`src/rtl/host_cmd_pkg.sv`:
```
// Shared opcodes, FSM state encoding and error-bit indices for the host command engine.
package host_cmd_pkg;

  localparam logic [3:0] OpEcho    = 4'h1;
  localparam logic [3:0] OpProg    = 4'h2;
  localparam logic [3:0] OpPsClr   = 4'h3;
  localparam logic [3:0] OpPsSet   = 4'h4;
  localparam logic [3:0] OpMeas    = 4'h5;
  localparam logic [3:0] OpRange   = 4'h6;
  localparam logic [3:0] OpFgClr   = 4'h7;
  localparam logic [3:0] OpEcho2   = 4'h8;
  localparam logic [3:0] OpMode    = 4'h9;
  localparam logic [3:0] OpSetpt   = 4'hA;
  localparam logic [3:0] OpRdRange = 4'hB;
  localparam logic [3:0] OpFgSet   = 4'hC;

  localparam int unsigned ErrTimeout = 0;
  localparam int unsigned ErrBadCh   = 1;
  localparam int unsigned ErrCsum    = 2;

  typedef enum logic [3:0] {
    StIdle, StCmdReq, StCmdWait, StDispatch, StArgReq, StArgWait, StArgUse,
    StWrWait, StWr, StMeasAddr, StMeasWr, StProgDone
  } state_e;

  function automatic logic is_chan_op(logic [3:0] op);
    return op inside {OpPsClr, OpPsSet, OpRange, OpFgClr, OpFgSet, OpSetpt, OpRdRange};
  endfunction

endpackage

```
`src/rtl/host_cmd_timeout.sv`:
```
// Wait-state cycle counter: expire_o fires on the TIMEOUT-th cycle since the last clear.
module host_cmd_timeout #(
  parameter int unsigned TIMEOUT = 2500000
) (
  input  logic clk,
  input  logic reset,
  input  logic clr_i,
  output logic expire_o
);

  localparam int unsigned CntW = $clog2(TIMEOUT);

  logic [CntW-1:0] cnt_q;

  // The clear cycle itself counts as the first cycle in the state.
  assign expire_o = !clr_i && (cnt_q == CntW'(TIMEOUT - 2));

  always_ff @(posedge clk or posedge reset) begin
    if (reset) begin
      cnt_q <= '0;
    end else if (clr_i) begin
      cnt_q <= '0;
    end else if (!expire_o) begin
      cnt_q <= cnt_q + CntW'(1);
    end
  end

endmodule

```
`src/rtl/host_cmd_engine.sv`:
```
// Byte-wide host command engine: decodes FIFO commands, drives channel controls, streams frames.
// Optional CMD_CHECKSUM_EN adds a checksum byte to program and measurement frames.
module host_cmd_engine
  import host_cmd_pkg::*;
#(
  parameter int unsigned NUM_CH     = 2,
  parameter int unsigned SP_W       = 12,
  parameter int unsigned PROG_BYTES = 22,
  parameter int unsigned MEAS_BYTES = 98,
  parameter int unsigned RD_LAT     = 2,
  parameter int unsigned TIMEOUT    = 2500000
) (
  input  logic                             clk,
  input  logic                             reset,
  output logic                             rd_en_o,
  input  logic                             rd_empty_i,
  input  logic [7:0]                       rd_data_i,
  output logic                             wr_en_o,
  input  logic                             wr_full_i,
  output logic [7:0]                       wr_data_o,
  input  logic [3:0]                       op_mode_i,
  output logic [NUM_CH-1:0]                ps_en_o,
  output logic [NUM_CH-1:0]                fg_en_o,
  output logic [NUM_CH*SP_W-1:0]           ps_sp_o,
  output logic [NUM_CH*2-1:0]              range_o,
  output logic                             prog_we_o,
  output logic [$clog2(PROG_BYTES)-1:0]    prog_addr_o,
  output logic [7:0]                       prog_wdata_o,
  output logic                             prog_ready_o,
  output logic [$clog2(MEAS_BYTES)-1:0]    meas_addr_o,
  input  logic [7:0]                       meas_data_i,
  output logic [2:0]                       err_o
);

`ifdef CMD_CHECKSUM_EN
  localparam int unsigned ProgLen = PROG_BYTES + 1;
`else
  localparam int unsigned ProgLen = PROG_BYTES;
`endif
  localparam int unsigned PaW  = $clog2(PROG_BYTES);
  localparam int unsigned MaW  = $clog2(MEAS_BYTES);
  localparam int unsigned CntW = $clog2(ProgLen + 1);

  state_e                   state_q, state_prev_q;
  logic [7:0]               cmd_q, arg0_q, out_q, wr_data_q, prog_wdata_q;
  logic [2:0]               lat_q, err_q;
  logic [CntW-1:0]          arg_cnt_q, n_args;
  logic [NUM_CH-1:0]        ps_en_q, fg_en_q, new_mask;
  logic [NUM_CH*SP_W-1:0]   ps_sp_q;
  logic [NUM_CH*2-1:0]      range_q;
  logic                     wr_en_q, prog_we_q, prog_ready_q;
  logic [PaW-1:0]           prog_addr_q;
  logic [MaW-1:0]           meas_addr_q;
`ifdef CMD_CHECKSUM_EN
  logic [7:0]               sum_q;
`endif

  logic [3:0] op, ch, new_op, new_ch;
  logic       ch_bad, new_bad, expire, lat_done;
  logic [7:0] rsp_byte;

  assign op       = cmd_q[7:4];
  assign ch       = cmd_q[3:0];
  assign new_op   = rd_data_i[7:4];
  assign new_ch   = rd_data_i[3:0];
  assign ch_bad   = 32'(ch) >= NUM_CH;
  assign new_bad  = 32'(new_ch) >= NUM_CH;
  assign new_mask = NUM_CH'(1) << new_ch;
  assign lat_done = lat_q == 3'(RD_LAT);

  // Pops are gated by the live empty flag so rd_en never fires on an empty FIFO.
  assign rd_en_o = ((state_q == StCmdReq) || (state_q == StArgReq)) && !rd_empty_i;

  always_comb begin
    n_args = '0;
    case (op)
      OpEcho, OpEcho2, OpRange: n_args = CntW'(1);
      OpSetpt:                  n_args = CntW'(2);
      OpProg:                   n_args = CntW'(ProgLen);
      default:                  n_args = '0;
    endcase
  end

  always_comb begin
    rsp_byte = {op_mode_i, 4'h0};
    if (op == OpRdRange) rsp_byte = {6'd0, range_q[2*int'(ch) +: 2]};
  end

  host_cmd_timeout #(
    .TIMEOUT (TIMEOUT)
  ) u_timeout (
    .clk      (clk),
    .reset    (reset),
    .clr_i    ((state_q != state_prev_q) || (state_q == StIdle)),
    .expire_o (expire)
  );

  always_ff @(posedge clk or posedge reset) begin
    if (reset) begin
      state_q      <= StIdle;
      state_prev_q <= StIdle;
      cmd_q        <= '0;
      arg0_q       <= '0;
      out_q        <= '0;
      lat_q        <= '0;
      arg_cnt_q    <= '0;
      ps_en_q      <= '0;
      fg_en_q      <= '0;
      ps_sp_q      <= '0;
      range_q      <= '0;
      wr_en_q      <= 1'b0;
      wr_data_q    <= '0;
      prog_we_q    <= 1'b0;
      prog_addr_q  <= '0;
      prog_wdata_q <= '0;
      prog_ready_q <= 1'b0;
      meas_addr_q  <= '0;
      err_q        <= '0;
`ifdef CMD_CHECKSUM_EN
      sum_q        <= '0;
`endif
    end else begin
      state_prev_q <= state_q;
      wr_en_q      <= 1'b0;
      prog_we_q    <= 1'b0;
      prog_ready_q <= 1'b0;
      err_q        <= '0;
      if (expire) begin
        err_q[ErrTimeout] <= 1'b1;
        state_q           <= StIdle;
      end else begin
        case (state_q)
          StIdle: if (!rd_empty_i) state_q <= StCmdReq;
          StCmdReq: if (!rd_empty_i) begin
            lat_q   <= 3'd1;
            state_q <= StCmdWait;
          end
          // Last wait cycle: command byte is valid, so no-argument controls apply here.
          StCmdWait: if (lat_done) begin
            cmd_q     <= rd_data_i;
            arg_cnt_q <= '0;
`ifdef CMD_CHECKSUM_EN
            sum_q     <= '0;
`endif
            state_q   <= StDispatch;
            if (is_chan_op(new_op) && new_bad) begin
              err_q[ErrBadCh] <= 1'b1;
            end else begin
              case (new_op)
                OpPsClr: ps_en_q <= ps_en_q & ~new_mask;
                OpPsSet: ps_en_q <= ps_en_q | new_mask;
                OpFgClr: fg_en_q <= fg_en_q & ~new_mask;
                OpFgSet: fg_en_q <= fg_en_q | new_mask;
                default: ;
              endcase
            end
          end else begin
            lat_q <= lat_q + 3'd1;
          end
          StDispatch: begin
            case (op)
              OpEcho, OpEcho2, OpProg, OpRange, OpSetpt: state_q <= StArgReq;
              OpMeas: begin
                meas_addr_q <= '0;
                state_q     <= StMeasAddr;
              end
              OpMode, OpRdRange: begin
                out_q <= rsp_byte;
                if (op == OpRdRange && ch_bad) begin
                  state_q <= StIdle;
                end else if (!wr_full_i) begin
                  wr_en_q   <= 1'b1;
                  wr_data_q <= rsp_byte;
                  state_q   <= StWr;
                end else begin
                  state_q <= StWrWait;
                end
              end
              default: state_q <= StIdle;
            endcase
          end
          StArgReq: if (!rd_empty_i) begin
            lat_q   <= 3'd1;
            state_q <= StArgWait;
          end
          StArgWait: if (lat_done) begin
            arg_cnt_q <= arg_cnt_q + CntW'(1);
`ifdef CMD_CHECKSUM_EN
            sum_q     <= sum_q + rd_data_i;
`endif
            state_q   <= StArgUse;
            case (op)
              OpEcho, OpEcho2: out_q <= rd_data_i;
              OpProg: if (arg_cnt_q < CntW'(PROG_BYTES)) begin
                prog_we_q    <= 1'b1;
                prog_addr_q  <= PaW'(arg_cnt_q);
                prog_wdata_q <= rd_data_i;
              end
              OpRange: if (!ch_bad) range_q[2*int'(ch) +: 2] <= rd_data_i[1:0];
              OpSetpt: begin
                if (arg_cnt_q == '0) arg0_q <= rd_data_i;
                else if (!ch_bad) ps_sp_q[SP_W*int'(ch) +: SP_W] <= SP_W'({arg0_q, rd_data_i});
              end
              default: ;
            endcase
          end else begin
            lat_q <= lat_q + 3'd1;
          end
          StArgUse: begin
            if (arg_cnt_q != n_args) begin
              state_q <= StArgReq;
            end else if (op == OpEcho || op == OpEcho2) begin
              if (!wr_full_i) begin
                wr_en_q   <= 1'b1;
                wr_data_q <= out_q;
                state_q   <= StWr;
              end else begin
                state_q <= StWrWait;
              end
            end else if (op == OpProg) begin
`ifdef CMD_CHECKSUM_EN
              if (sum_q == 8'd0) prog_ready_q <= 1'b1;
              else err_q[ErrCsum] <= 1'b1;
`else
              prog_ready_q <= 1'b1;
`endif
              state_q <= StProgDone;
            end else begin
              state_q <= StIdle;
            end
          end
          StWrWait: if (!wr_full_i) begin
            wr_en_q   <= 1'b1;
            wr_data_q <= out_q;
            state_q   <= StWr;
          end
          StWr:       state_q <= StIdle;
          StMeasAddr: state_q <= StMeasWr;
          StMeasWr: if (!wr_full_i) begin
            wr_en_q   <= 1'b1;
            wr_data_q <= meas_data_i;
            if (meas_addr_q == MaW'(MEAS_BYTES - 1)) begin
`ifdef CMD_CHECKSUM_EN
              out_q   <= 8'd0 - (sum_q + meas_data_i);
              state_q <= StWrWait;
`else
              state_q <= StIdle;
`endif
            end else begin
              meas_addr_q <= meas_addr_q + MaW'(1);
              state_q     <= StMeasAddr;
            end
`ifdef CMD_CHECKSUM_EN
            sum_q <= sum_q + meas_data_i;
`endif
          end
          StProgDone: state_q <= StIdle;
          default:    state_q <= StIdle;
        endcase
      end
    end
  end

  assign wr_en_o      = wr_en_q;
  assign wr_data_o    = wr_data_q;
  assign ps_en_o      = ps_en_q;
  assign fg_en_o      = fg_en_q;
  assign ps_sp_o      = ps_sp_q;
  assign range_o      = range_q;
  assign prog_we_o    = prog_we_q;
  assign prog_addr_o  = prog_addr_q;
  assign prog_wdata_o = prog_wdata_q;
  assign prog_ready_o = prog_ready_q;
  assign meas_addr_o  = meas_addr_q;
  assign err_o        = err_q;

endmodule

```
`config.mk`:
```
export PLATFORM = sky130hd
export DESIGN_NAME = host_cmd_engine
export DESIGN_NICKNAME = d
export VERILOG_FILES = /design/src/rtl/host_cmd_pkg.sv /design/src/rtl/host_cmd_timeout.sv /design/src/rtl/host_cmd_engine.sv
export SDC_FILE = /design/constraint.sdc
export NUM_CORES = 1
export LEC_CHECK = 0
export BUFFER_PORTS_ARGS = -buffer_cell sky130_fd_sc_hd__buf_2
export CORE_MARGIN = 8
export CORE_UTILIZATION = 27
export CTS_BUF_LIST = sky130_fd_sc_hd__clkbuf_4
export CTS_CLUSTER_SIZE = 12
export DETAILED_ROUTE_END_ITERATION = 10
export HOLD_SLACK_MARGIN = 0.15
export PLACE_DENSITY = 0.43
export SYNTH_ARGS = -nofsm -noshare
export SYNTH_HDL_FRONTEND = slang
export SYNTH_SLANG_ARGS = --single-unit
```
`constraint.sdc`:
```
create_clock -name clk -period 7.2 [get_ports clk]
set_clock_uncertainty 0.1 [all_clocks]
set_input_delay 0.72 -clock clk [delete_from_list [all_inputs] [get_ports clk]]
set_output_delay 0.72 -clock clk [all_outputs]
set_load 0.01 [all_outputs]
```
==> impl_table.tex <==
\begin{tabular}{lr}
\hline
Metric & Value \\
\hline
\multicolumn{2}{l}{\textbf{Run status}} \\
Result of the run & finished clean \\
\multicolumn{2}{l}{\textbf{Timing}} \\
Final hold violation count & 0 \\
Worst Tran Pin Value & 1.02 ns \\
Pins over their slew limit & 0 \\
Highest clock frequency the design can meet & 185 MHz \\
Hold Slack & 0.226 ns \\
Setup repair after global routing missed its margin & no \\
Relative slew slack & 31.4\% \\
Portion of the clock cycle consumed by the worst path in the final layout & 75.1\% \\
TNS Setup & 0 ns \\
Clock period minus worst slack & 5.41 ns \\
Final setup violating endpoints & 0 \\
\multicolumn{2}{l}{\textbf{Route}} \\
Average vias per placed instance & 5.01 \\
Routed wirelength normalized by instance count & 17.8 µm \\
Initial drt markers & 491 \\
Antenna viol nets, final & 0 \\
Via count & 6234 \\
DRC Markers & 0 \\
Total length of routed wires & 22100 µm \\
Number of search-and-repair iterations in the first detailed-routing pass & 5 \\
\multicolumn{2}{l}{\textbf{CTS}} \\
Clock edge transition at the registers on the reported setup and hold paths & 0.13 ns \\
Number of cells upsized or downsized after cts & 0 \\
CTS Hold Buffers Added & 0 \\
Bufs on Longest Clock Path & 2 \\
Insertion delay of the later-clocked pin in the worst-skew pair & 0.55 ns \\
CTS tree & yes \\
CTS H-tree lvls & 4 \\
Number of buffers created by CTS & 17 \\
Clock Sink Count & 123 \\
Clock root buffer master & clkbuf\_4 \\
Setup Buffers After CTS & 0 \\
\multicolumn{2}{l}{\textbf{Global route}} \\
Number of global-route vias before repair & 6218 \\
First-pass GRT wire length & 35400 µm \\
Number of antenna violations at the first check in global routing & 1 \\
Largest net degree at the start of global routing & 71 \\
All-Layer GR Usage & 13.4\% \\
Global route overflow & 0 \\
\multicolumn{2}{l}{\textbf{Final layout}} \\
Multi-input gate area & 4120 µm² \\
Most common cell after layout, fill and taps aside & dfrtp\_1 \\
Layout-stage area growth over the synthesis result & 14.7\% \\
Final layout net count & 896 \\
Filler Cells Inserted & 2950 \\
Most frequent cells in the layout & dfrtp\_1 (123), buf\_2 (89), nor2\_1 (66) \\
Sequential cell area & 3080 µm² \\
Post-layout instance area & 8580 µm² \\
Fraction of layout instances using a drive strength above 1 & 23.5\% \\
\multicolumn{2}{l}{\textbf{Yosys}} \\
Number of warnings printed during yosys synthesis & 0 \\
Post-synthesis average cell area & 9.47 µm² \\
Sequential-to-total area share from yosys stat & 41.2\% \\
Post-synthesis net count & 835 \\
Synthesized instance count & 790 \\
Post-synthesis sequential element count & 123 \\
Post-synth cell types & 77 \\
Netlist area before placement & 7480 µm² \\
Library cell with the largest summed area after synthesis & dfrtp\_1 \\
Number of flops mapped to enable cells by yosys & 0 \\
Share of synthesized flip-flops with an asynchronous set or reset & 100\% \\
Area share of the largest cell type after synthesis & 41.2\% \\
Largest cells by area after synthesis & dfrtp\_1 (41\%), mux2\_2 (9.0\%), ha\_1 (3.3\%), nor2\_1 (3.3\%), nand2\_1 (3.2\%) \\
Dominant synthesized flop cell & dfrtp\_1 \\
\multicolumn{2}{l}{\textbf{Floorplanning}} \\
Die height & 182 µm \\
Width of the chip & 182 µm \\
Core region area & 27600 µm² \\
Total I/O pin count & 91 \\
Cell Rows & 61 \\
Starting density of the core & 27.1\% \\
Overall die area & 33300 µm² \\
\multicolumn{2}{l}{\textbf{Placed design}} \\
Cell area after placement & 8240 µm² \\
HPWL after detailed placement & 15300 µm \\
Number of I/O port buffers & 89 \\
Final weighted congestion in routability-driven placement & 0.846 \\
\multicolumn{2}{l}{\textbf{Critical path}} \\
Ordered cell list for the critical path & buf\_4, clkinv\_1, ha\_1, nor2\_1, nand2\_1, nor3\_1, ha\_1, a2111o\_1, a2111oi\_0, a21oi\_1, nor3\_1, mux2\_2 \\
Slowest cell on the critical path & a2111oi\_0 \\
Crit path buffers/inverters & 2 \\
Kind of critical path & flip-flop to flip-flop \\
Nature of the critical path startpoint & flip-flop \\
Critical Path AT & 5.76 ns \\
Worst endpoint required time & 7.55 ns \\
Biggest fanout along the worst timing path & 29 \\
Longest individual stage delay on the worst path & 0.78 ns \\
Crit path capture type & flip-flop \\
Family of cells with the greatest summed delay on the critical path & simple AND/OR/NAND/NOR gates \\
\multicolumn{2}{l}{\textbf{Flow run}} \\
Number of violations of the max-capacitance limit & 0 \\
\multicolumn{2}{l}{\textbf{Pwr}} \\
Power density over the cells & 334 nW/µm² \\
Leakage & 3.76 nW \\
Peak supply drop & 0.189 mV \\
\multicolumn{2}{l}{\textbf{Min path}} \\
Tightest Hold Check Type & input port to asynchronous set/reset pin \\
\hline
\end{tabular}
[flip-flops by register name, summed over array words and instances (netlist names), named ones only]
name / flops
arg0_q: 4
arg_cnt_q: 5
cmd_q: 8
err_o: 2
lat_q: 3
meas_addr_o: 7
out_q: 8
prog_addr_o: 5
prog_ready_o: 1
prog_wdata_o: 8
prog_we_o: 1
ps_sp_o: 24
range_o: 4
state_prev_q: 4
state_q: 4
u_timeout.cnt_q: 22
wr_data_o: 8
wr_en_o: 1
[power by group]
| group | leakage (nW) | internal, mW | switching [mW] |
|---|---|---|---|
| clock network | 0.178 | 0.287 | 0.307 |
| logic | 1.99 | 0.516 | 0.844 |
| registers | 1.60 | 0.774 | 0.140 |
[worst register-to-register path, cell delays in order (launching register included)]
cell and delay, ns:
dfrtp_1 0.35, buf_4 0.32, clkinv_1 0.38, ha_1 0.69
nor2_1 0.74, nand2_1 0.19, nor3_1 0.18, ha_1 0.27
a2111o_1 0.34, a2111oi_0 0.78, a21oi_1 0.09, nor3_1 0.47
mux2_2 0.40
[Yosys cell counts, drive strengths merged, types with 4 or more instances]
library cell  count
a211oi            4
a21o              6
a21oi            39
a22o              8
a22oi            12
a32o              5
and2             10
and3              8
and4              4
buf               6
clkbuf           46
dfrtp           123
ha               20
inv              21
mux2             62
mux2i            10
nand2            63
nand2b           12
nand3            25
nand4            22
nor2             66
nor2b            17
nor3             20
nor3b             5
nor4              8
nor4b            10
nor4bb            4
o211ai            5
o21ai            40
o31ai            11
or3               4
or4               5
xnor2            19
xor2             15
[final timing paths]
path	startpoint	end	slack, ns	depth (start not counted)
worst max register to register	cmd_q[0]$_DFFE_PP0P_	ps_sp_o[6]$_DFFE_PP0P_	1.79	12
worst min-delay path	reset	ps_sp_o[9]$_DFFE_PP0P_	0.23	2
min in group clk	wr_full_i	state_q[3]$_DFFE_PP0P_	0.35	2
worst max-delay path	cmd_q[0]$_DFFE_PP0P_	ps_sp_o[6]$_DFFE_PP0P_	1.79	12
worst min register to register	out_q[1]$_DFFE_PP0P_	out_q[1]$_DFFE_PP0P_	0.40	2
max in group asynchronous	reset	state_q[0]$_DFFE_PP0P_	5.53	3
[per-layer routing]
layer / vias to the layer above / global-route usage, % / share of wire [%]
li1: 2998 / - / -
met2: 133 / 21.9 / 47
met3: 20 / 2.86 / 3.8
met4: 0 / 3.57 / 1.4
met5: - / 0 / 0
met1: 3083 / 17.7 / 48
[area by class of cell]
| class | count | share of cell area (%) |
|---|---|---|
| clock buffers | 19 | 1.66 |
| well taps | 378 | 5.51 |
| multi-input cells | 593 | 48.0 |
| flip-flops and latches | 123 | 35.9 |
| diodes | 2 | 0.0583 |
| inverters | 22 | 0.992 |
| repair buffers | 94 | 5.63 |
| clock inverters | 13 | 2.22 |
[metrics by stage]
step / power (mW) / utilization (%) / cells / setup slack, ns
after global routing: 3.09 / 31.1 / 1244 / 1.41
after CTS: 2.89 / 31.1 / 1242 / 1.88
after detailed placement: 2.28 / 29.9 / 1210 / 1.85
after global placement: 2.29 / 29.9 / 1210 / 1.96
after floorplan: 1.96 / - / 790 / 3.07
final: 2.87 / 31.1 / 1244 / 1.79
[logic make-up (layout without fill, tap and decap cells)]
logic type	Yosys count	in the layout	synth area share [%]
muxes	72	72	10.8
and+or+nand+nor	300	300	21.5
adders and majority gates	21	21	3.61
AOI/OAI and AO/OA	165	165	15.0
DFF	123	123	41.2
xor gates and xnor gates	34	34	4.08
buffers and inverters	74	148	3.81
other	1	3	0.0501
(Power assumes the default switching activity.)
